`src/rtl/grf_wb_arbiter.sv`:
```
// Write-back arbiter for the GRF's single write port: pipeline W stage (p0) has
// priority, slow results (p1) queue in a small FIFO with WAW squash and starvation stall.
module grf_wb_arbiter #(
    parameter int DEPTH        = 2,
    parameter int STARVE_LIMIT = 8
) (
    input  logic                     clk,
    input  logic                     reset,
    input  logic                     p0_we,
    input  logic [4:0]               p0_addr,
    input  logic [31:0]              p0_data,
    input  logic [31:0]              p0_pc,
    input  logic                     p1_valid,
    output logic                     p1_ready,
    input  logic [4:0]               p1_addr,
    input  logic [31:0]              p1_data,
    input  logic [31:0]              p1_pc,
    input  logic [4:0]               rs,
    input  logic [4:0]               rt,
    output logic                     hit_rs,
    output logic                     hit_rt,
    output logic                     stall_req,
    output logic [$clog2(DEPTH):0]   count,
    output logic                     RegWrite,
    output logic [4:0]               rtd,
    output logic [31:0]              busW,
    output logic [31:0]              PC4
);

    localparam int AW = $clog2(DEPTH);
    localparam int CW = AW + 1;
    localparam int SW = $clog2(STARVE_LIMIT + 1);

    typedef struct packed {
        logic [4:0]  addr;
        logic [31:0] data;
        logic [31:0] pc;
    } wb_t;

    wb_t            mem_q [DEPTH];
    logic [DEPTH-1:0] live_q, live_d;
    logic [AW-1:0]  rd_ptr_q, rd_ptr_d;
    logic [AW-1:0]  wr_ptr_q, wr_ptr_d;
    logic [CW-1:0]  count_q, count_d;
    logic [SW-1:0]  starve_q, starve_d;
    logic           stall_q, stall_d;
    logic           out_we_q, out_we_d;
    wb_t            out_q, out_d;

    logic p0_req, p1_take, empty, pop, bypass, push, head_live;
    wb_t  p0_pay, p1_pay;

    assign p0_pay    = '{addr: p0_addr, data: p0_data, pc: p0_pc};
    assign p1_pay    = '{addr: p1_addr, data: p1_data, pc: p1_pc};
    assign p0_req    = p0_we && (p0_addr != 5'd0);
    assign p1_ready  = (count_q < CW'(DEPTH));
    // Writes to $0 complete the handshake but leave no trace.
    assign p1_take   = p1_valid && p1_ready && (p1_addr != 5'd0);
    assign empty     = (count_q == '0);
    assign pop       = !p0_req && !empty;
    assign bypass    = !p0_req && empty && p1_take;
    assign push      = p1_take && !bypass;
    assign head_live = live_q[rd_ptr_q];

    // NOTE: every always_comb output gets a default first so no latch is inferred.
    always_comb begin
        live_d   = live_q;
        out_we_d = 1'b0;
        out_d    = out_q;
        rd_ptr_d = rd_ptr_q;
        wr_ptr_d = wr_ptr_q;
        if (p0_req) begin
            out_we_d = 1'b1;
            out_d    = p0_pay;
            for (int i = 0; i < DEPTH; i++) begin
                if (live_q[i] && (mem_q[i].addr == p0_addr)) live_d[i] = 1'b0;
            end
        end else if (pop) begin
            live_d[rd_ptr_q] = 1'b0;
            rd_ptr_d         = rd_ptr_q + AW'(1);
            if (head_live) begin
                out_we_d = 1'b1;
                out_d    = mem_q[rd_ptr_q];
            end
        end else if (bypass) begin
            out_we_d = 1'b1;
            out_d    = p1_pay;
        end
        if (push) begin
            live_d[wr_ptr_q] = !(p0_req && (p1_addr == p0_addr));
            wr_ptr_d         = wr_ptr_q + AW'(1);
        end
        count_d = count_q + CW'(push) - CW'(pop);

        if (pop || empty)                                starve_d = '0;
        else if (head_live && starve_q < SW'(STARVE_LIMIT)) starve_d = starve_q + SW'(1);
        else                                             starve_d = starve_q;
        stall_d = (pop || empty) ? 1'b0 : (stall_q || (starve_d >= SW'(STARVE_LIMIT)));
    end

    // NOTE: sequential state uses non-blocking assignments so all registers update together.
    always_ff @(posedge clk or negedge reset) begin
        if (!reset) begin
            live_q   <= '0;
            rd_ptr_q <= '0;
            wr_ptr_q <= '0;
            count_q  <= '0;
            starve_q <= '0;
            stall_q  <= 1'b0;
            out_we_q <= 1'b0;
            out_q    <= '0;
        end else begin
            live_q   <= live_d;
            rd_ptr_q <= rd_ptr_d;
            wr_ptr_q <= wr_ptr_d;
            count_q  <= count_d;
            starve_q <= starve_d;
            stall_q  <= stall_d;
            out_we_q <= out_we_d;
            out_q    <= out_d;
        end
    end

    // NOTE: payload storage is not reset; the live bits alone decide whether a slot means anything.
    always_ff @(posedge clk) begin
        if (push) mem_q[wr_ptr_q] <= p1_pay;
    end

    always_comb begin
        hit_rs = out_we_q && (out_q.addr == rs);
        hit_rt = out_we_q && (out_q.addr == rt);
        for (int i = 0; i < DEPTH; i++) begin
            if (live_q[i] && (mem_q[i].addr == rs)) hit_rs = 1'b1;
            if (live_q[i] && (mem_q[i].addr == rt)) hit_rt = 1'b1;
        end
        if (rs == 5'd0) hit_rs = 1'b0;
        if (rt == 5'd0) hit_rt = 1'b0;
    end

    assign stall_req = stall_q;
    assign count     = count_q;
    assign RegWrite  = out_we_q;
    assign rtd       = out_q.addr;
    assign busW      = out_q.data;
    assign PC4       = out_q.pc;

endmodule

```
`config.mk`:
```
export PLATFORM = sky130hd
export DESIGN_NAME = grf_wb_arbiter
export DESIGN_NICKNAME = d
export VERILOG_FILES = /design/src/rtl/grf_wb_arbiter.sv
export SDC_FILE = /design/constraint.sdc
export NUM_CORES = 1
export LEC_CHECK = 0
export CAP_MARGIN = 20
export CORE_UTILIZATION = 50
export DETAILED_ROUTE_END_ITERATION = 6
export PLACE_DENSITY = 0.85
export SETUP_SLACK_MARGIN = 0.2
export SLEW_MARGIN = 15
export SYNTH_ARGS = -nofsm -noshare
export SYNTH_HDL_FRONTEND = slang
export SYNTH_SLANG_ARGS = --single-unit
```
`constraint.sdc`:
```
create_clock -name clk -period 4.8 [get_ports clk]
set_input_delay 1.44 -clock clk [delete_from_list [all_inputs] [get_ports clk]]
set_output_delay 1.44 -clock clk [all_outputs]
set_load 0.05 [all_outputs]
```
==> run_results.csv, run 1 <==
group,metric,value,unit
floorplan,chipWidth,141,um
final_layout,n_fill_cell,1379,
status,outcome,"completed",
clocking,root_buffer,"clkbuf_16",
synthesis,ys_top_cells_by_area,"edfxtp_1 (43%), dfrtp_1 (21%), mux2i_1 (7.6%)",
worst_setup_path,endpoint_kind,"primary output",
placed_design,placed_area,12200,um^2
synthesis,ys_dominant_reg_cell,"edfxtp_1",
synthesis,ys_warn_count,0,
placed_design,hpwlAfterDp,14900,um
power,power,0.00842,W
timing,tightest_slew,1.03,ns
floorplan,die_area,19900,um^2
final_layout,design_area,13000,um^2
synthesis,synth_edf_count,138,
job,cap_violations,0,
grt,grt_overflow,0,
timing,worst_slack,0.265,ns
routing,via_per_inst,5.44,
synthesis,yosysTopAreaCell,"edfxtp_1",
clocking,clk_pin_slew,0.06,ns
synthesis,synth_seq_area_share,63.8,%
floorplan,die_y,141,um
timing,final_max_slew_viol_count,0,
worst_setup_path,setup.worst_path.end,"hit_rt",
power,switching_share,40.6,%
placed_design,place_congestion,0.807,
routing,routed_wl,23000,um
worst_setup_path,critPathArrivalTime,3.10,ns
timing,finalSetupTns,0,ns
timing,min_period,4.54,ns
synthesis,syn_inst,803,
power,power.share.clock,22.1,%
worst_setup_path,rrSetupSlack,2.30,ns
power,powerDensity,649,nW/um^2
grt,grt_first_pass_wirelength,36200,um
power,peakVddDrop,0.433,mV
clocking,cts_made_buffers,23,
min_path,hold_path.class,"reg2reg",
power,p_int,0.00500,W
clocking,insertion_delay,0.50,ns
final_layout,areaGrowthSynthToFinish,34.0,%
timing,post-route-period-util,94.5,%
routing,antenna_left,0,
routing,first_pass_iters,4,
final_layout,nNetsFinal,1163,
synthesis,yosysMostFrequentCell,"nor2_1",
power,pwr-share-comb,43.3,%
worst_setup_path,startpoint,"rt[1]",
worst_setup_path,start_kind,"primary input",
synthesis,ys_seq_elements,219,
clocking,cts_tree,"yes",
synthesis,synth_cell_types,28,
floorplan,io_pins,228,
final_layout,layout-drive-gt1-share,5.57,%
placed_design,pre_cts_ws,0.280,ns
timing,hold_viol,0,
routing,num_vias,6997,
synthesis,netlist_area,9670,um^2
floorplan,core-area,18800,um^2
timing,rsz0062_at_grt,"no",
clocking,ctsResizeCount,0,
timing,skew,0.0108,ns
clocking,cts.path.max_buffers,3,
floorplan,start_util,51.4,%
worst_setup_path,timing.rr.start,"count[0]$_DFF_PN0_",
floorplan,core.rowCount,50,
routing,wl_per_cell,17.9,um
power,p_leak,4.85,nW
grt,grt_pass1_vias,7021,
timing,setup_violations,0,
timing,fmax,221,MHz
worst_setup_path,path_class,"in2out",
clocking,cts_sinks,219,
synthesis,synthTopCellsByCount,"nor2_1 (152), a21oi_1 (142), edfxtp_1 (138)",
synthesis,synth_top_area_share,42.8,%
placed_design,port_buffers,227,
synthesis,async_reset_ff_share,37.0,%
synthesis,syn_avg_cell_area,12.0,um^2
grt,grt_max_degree,106,
clocking,post_cts_buffers,0,
timing,slew_headroom,31.2,%
worst_setup_path,r2r-end,"busW[24]$_DFFE_PN0P_",
clocking,hold_buffers,0,
worst_setup_path,reg2reg_depth,6,
power,seqPwrFrac,34.6,%
clocking,htree_levels,1,
grt,grt_usage,23.3,%
routing,route.detailed.drc,0,
power,p_sw,0.00342,W
routing,drt-initial-drc-count,415,
worst_setup_path,cp_data_required_time,3.36,ns
synthesis,syn_nets,958,
worst_setup_path,path_max_fanout,4,
grt,antenna_found_initial,2,
[cell type report]
cell class | count | area (um^2) | share of cell area [%]
clock inverter | 17 | 213 | 1.64
clock buffer | 24 | 579 | 4.47
sequential | 219 | 6170 | 47.6
multi-input combinational | 524 | 3260 | 25.1
timing repair buffer | 235 | 2390 | 18.4
inverter | 5 | 18.8 | 0.145
tap | 260 | 325 | 2.51
antenna | 2 | 5.00 | 0.0386
[layer usage]
layer	track usage, %	share of wire [%]
met5	0	0
met1	30.2	43
met3	5.77	7.3
met4	6.58	2.2
met2	39.0	47
[worst max-delay path, cell delays in order]
cell,delay (ns)
clkdlybuf4s50_1,0.52
xor2_1,0.19
nor4_1,0.32
and3_1,0.20
a31oi_1,0.06
a21oi_2,0.21
buf_12,0.16
[registers in the layout (all words and copies together) (netlist names)]
register   count
rd_ptr_q       1
PC4           32
rtd            5
RegWrite       1
stall_req      1
count          2
mem_q        138
wr_ptr_q       1
live_q         2
starve_q       4
busW          32
[cells in the final DEF, fill, tap and decap left out, types with 2 or more instances in the layout]
master           synthesis  layout
clkinv_1                 0       3
nor4_1                   7       7
nor2_4                   0       2
clkbuf_16                0      23
or4_1                    3       3
edfxtp_1               138     138
bufinv_16                0       5
nand3_1                  5       5
diode_2                  0       2
a211oi_1                69      69
nor3_1                   3       3
ha_1                     3       3
nor2_1                 152     150
clkdlybuf4s50_1          0     224
nand2_1                  4       4
and3_1                   2       2
a31oi_1                  3       3
mux2i_1                 73      73
xnor2_1                 18      18
a21oi_1                142     140
dfrtp_1                 81      80
o21ai_0                  2       2
inv_1                    5       5
a21oi_2                  0       2
clkinv_2                 0       8
xor2_1                  33      33
buf_12                   0       5
buf_4                   10       6
[worst min-delay path by stage]
stage / startpoint / endpoint / depth (start not counted)
2_1_floorplan: wr_ptr_q$_DFFE_PN0P_ / wr_ptr_q$_DFFE_PN0P_ / 1
3_3_place_gp: starve_q[3]$_DFF_PN0_ / starve_q[3]$_DFF_PN0_ / 2
3_5_place_dp: stall_req$_DFF_PN0_ / stall_req$_DFF_PN0_ / 2
4_1_cts: stall_req$_DFF_PN0_ / stall_req$_DFF_PN0_ / 2
5_1_grt: stall_req$_DFF_PN0_ / stall_req$_DFF_PN0_ / 2
6_report: stall_req$_DFF_PN0_ / stall_req$_DFF_PN0_ / 2
[power groups by stage]
stage               Combinational [W]  Clock (W)  Sequential (W)
finish                        0.00364    0.00186         0.00291
global route                  0.00389    0.00197         0.00297
CTS                           0.00367    0.00189         0.00292
detailed placement            0.00365          0         0.00295
global placement              0.00359          0         0.00293
floorplan                     0.00150          0         0.00394
[through the flow]
step / std cells / hold WS (ns) / util [%]
6_report: 1286 / 0.511 / 68.8
3_3_place_gp: 1243 / 0.502 / 64.6
4_1_cts: 1284 / 0.516 / 68.8
5_1_grt: 1285 / 0.536 / 68.8
3_5_place_dp: 1243 / 0.506 / 64.6
2_1_floorplan: 803 / 0.468 / -
[cell families (layout without fill, tap and decap cells)]
family / count (synthesis) / count (layout) / share of synthesized area (%)
AOI/OAI and AO/OA: 220 / 220 / 13.4
xor gates and xnor gates: 51 / 51 / 4.62
adders and majority gates: 3 / 3 / 0.388
buffers and inverters: 60 / 281 / 2.87
DFF: 219 / 219 / 63.8
muxes: 73 / 73 / 7.55
other: 0 / 2 / 0
and+or+nand+nor: 177 / 177 / 7.35
(Power assumes the default switching activity.)
==> run 2: changes to the inputs <==
--- a/config.mk
+++ b/config.mk
@@ -6,9 +6,10 @@
 export NUM_CORES = 1
 export LEC_CHECK = 0
 export CAP_MARGIN = 20
-export CORE_UTILIZATION = 50
+export CORE_UTILIZATION = 35
 export DETAILED_ROUTE_END_ITERATION = 6
-export PLACE_DENSITY = 0.85
+export HOLD_SLACK_MARGIN = 0.03
+export PLACE_DENSITY = 0.65
 export SETUP_SLACK_MARGIN = 0.2
 export SLEW_MARGIN = 15
 export SYNTH_ARGS = -nofsm -noshare
==> run 2 against run 1 <==
Effect of this change: via count shrank 0.31%; critical endpoint unchanged; core utilization shrank 20 points; total power grew 0.37%; non-clock buffer count grew 4; largest power group unchanged; largest cell class unchanged.
==> run_results.csv, run 2 (same netlist as run 1, synthesis figures left out) <==
group,metric,value,unit
worst_setup_path,cp_data_required_time,3.36,ns
clocking,insertion_delay,0.51,ns
placed_design,hpwlAfterDp,15500,um
routing,antenna_left,0,
power,seqPwrFrac,34.7,%
final_layout,n_fill_cell,2455,
final_layout,areaGrowthSynthToFinish,35.5,%
final_layout,final_common_cell,"clkdlybuf4s50_1",
floorplan,die_y,168,um
min_path,hold_path.class,"reg2reg",
power,pwr-share-comb,43.2,%
timing,post-route-period-util,92.7,%
min_path,min-delay-start,"stall_req$_DFF_PN0_",
worst_setup_path,reg2reg_depth,6,
floorplan,core.rowCount,60,
placed_design,port_buffers,227,
power,power.share.clock,22.1,%
min_path,min_path_cells,2,
timing,hold_viol,0,
final_layout,postLayoutCoreUtil,48.5,%
final_layout,layout-drive-gt1-share,6.10,%
worst_setup_path,critPathMaxStageDelay,0.50,ns
clocking,cts_tree,"yes",
routing,via_per_inst,5.08,
timing,slew_headroom,37.8,%
routing,route.detailed.drc,0,
clocking,clk_pin_slew,0.06,ns
clocking,root_buffer,"clkbuf_16",
power,peakVddDrop,0.342,mV
grt,grt_pass1_vias,7093,
routing,wl_per_cell,17.8,um
worst_setup_path,path_max_fanout,4,
final_layout,diodes,0,
power,p_leak,4.85,nW
worst_setup_path,path_cells,"clkdlybuf4s50_1 -> xor2_1 -> nor4_1 -> and3_1 -> a31oi_1 -> a21oi_2 -> buf_12",
worst_setup_path,path_class,"in2out",
power,powerDensity,645,nW/um^2
worst_setup_path,endpoint_kind,"primary output",
timing,setup_violations,0,
clocking,cts_sinks,219,
timing,skew,0.0124,ns
clocking,post_cts_buffers,0,
final_layout,nNetsFinal,1169,
floorplan,chipWidth,168,um
worst_setup_path,crit_path_top_delay_cell,"clkdlybuf4s50_1",
worst_setup_path,critPathArrivalTime,3.01,ns
final_layout,layout_common_cells,"clkdlybuf4s50_1 (224), nor2_1 (150), a21oi_1 (140)",
clocking,cts_made_buffers,25,
worst_setup_path,rrSetupSlack,2.01,ns
final_layout,top_register,"mem_q",
grt,antenna_found_initial,0,
clocking,cts.path.max_buffers,3,
worst_setup_path,timing.rr.start,"rd_ptr_q$_DFFE_PN0N_",
worst_setup_path,r2r-end,"busW[25]$_DFFE_PN0P_",
min_path,holdPathEnd,"stall_req$_DFF_PN0_",
floorplan,core-area,27000,um^2
grt,grt_usage,17.1,%
floorplan,start_util,35.8,%
timing,fmax,225,MHz
power,p_sw,0.00347,W
power,p_int,0.00498,W
worst_setup_path,start_kind,"primary input",
grt,grt_overflow,0,
grt,grt_first_pass_wirelength,38500,um
routing,drt-initial-drc-count,419,
power,switching_share,41.1,%
timing,tightest_slew,0.932,ns
routing,num_vias,6975,
timing,final_max_slew_viol_count,0,
timing,min_period,4.45,ns
routing,first_pass_iters,5,
clocking,hold_buffers,0,
grt,grt_max_degree,79,
job,cap_violations,0,
timing,rsz0062_at_grt,"yes",
final_layout,largest_reg_flops,138,
placed_design,place_congestion,0.820,
routing,routed_wl,24400,um
floorplan,die_area,28300,um^2
clocking,htree_levels,1,
status,outcome,"completed",
floorplan,io_pins,228,
timing,fin_hold_ws,0.518,ns
clocking,ctsResizeCount,0,
[run 2: cell types whose count changed in the layout (fill, tap and decap cells not counted), moves of 2 or more]
cell	before	now
buf_4	6	10
clkinvlp_4	0	4
bufinv_16	5	3
clkbuf_16	23	25
clkinv_1	3	5
clkinv_2	8	6
diode_2	2	0
[run 2: how the worst max path moves through the flow]
stage | endpoint | start | cells past startpoint | slack (ns)
2_1_floorplan | live_q[0]$_DFF_PN0_ | p0_addr[3] | 6 | -0.86
3_3_place_gp | hit_rs | rs[0] | 7 | 0.31
3_5_place_dp | hit_rt | rt[1] | 7 | 0.31
4_1_cts | hit_rt | rt[1] | 7 | 0.30
5_1_grt | hit_rt | rt[3] | 7 | 0.20
6_report | hit_rt | rt[1] | 7 | 0.35
[run 2: power groups by stage]
stage / Combinational [W] / Clock [W] / Sequential [W]
global placement: 0.00364 / 0 / 0.00296
finish: 0.00365 / 0.00187 / 0.00293
global route: 0.00392 / 0.00199 / 0.00300
CTS: 0.00369 / 0.00192 / 0.00294
floorplan: 0.00150 / 0 / 0.00394
detailed placement: 0.00368 / 0 / 0.00297
[run 2: metrics by stage]
stage                     setup TNS [ns]  worst slack [ns]  instances  area, um^2  power [W]
after floorplan                  -120.14            -0.861        803        9670    0.00543
after global placement                 0             0.308       1328       12300    0.00660
after detailed placement               0             0.306       1328       12300    0.00665
after CTS                              0             0.297       1373       13100    0.00856
after global routing                   0             0.199       1373       13100    0.00891
final                                  0             0.352       1373       13100    0.00845
[run 2: final cells by class]
type	instances	area, um^2	area share (%)
Sequential cell	219	6170	47.1
Multi-Input combinational cell	524	3260	24.9
Timing Repair Buffer	239	2420	18.4
Clock buffer	26	629	4.80
Tap cell	341	427	3.26
Clock inverter	19	178	1.36
Inverter	5	18.8	0.143
[run 2: critical path, delay by kind of cell]
| family | cells | cell delay, ns |
|---|---|---|
| xor+xnor | 1 | 0.19 |
| buf+inv | 2 | 0.65 |
| compound gates | 2 | 0.25 |
| simple gates | 2 | 0.48 |
[run 2: layer usage]
layer  track usage (%)  up-vias  routed length [um]
li1                  -     3370                   -
met1              23.5     3342               11200
met2              27.3      226               10900
met3              4.28       37                1900
met4              3.68        0                 367
met5                 0        -                   0
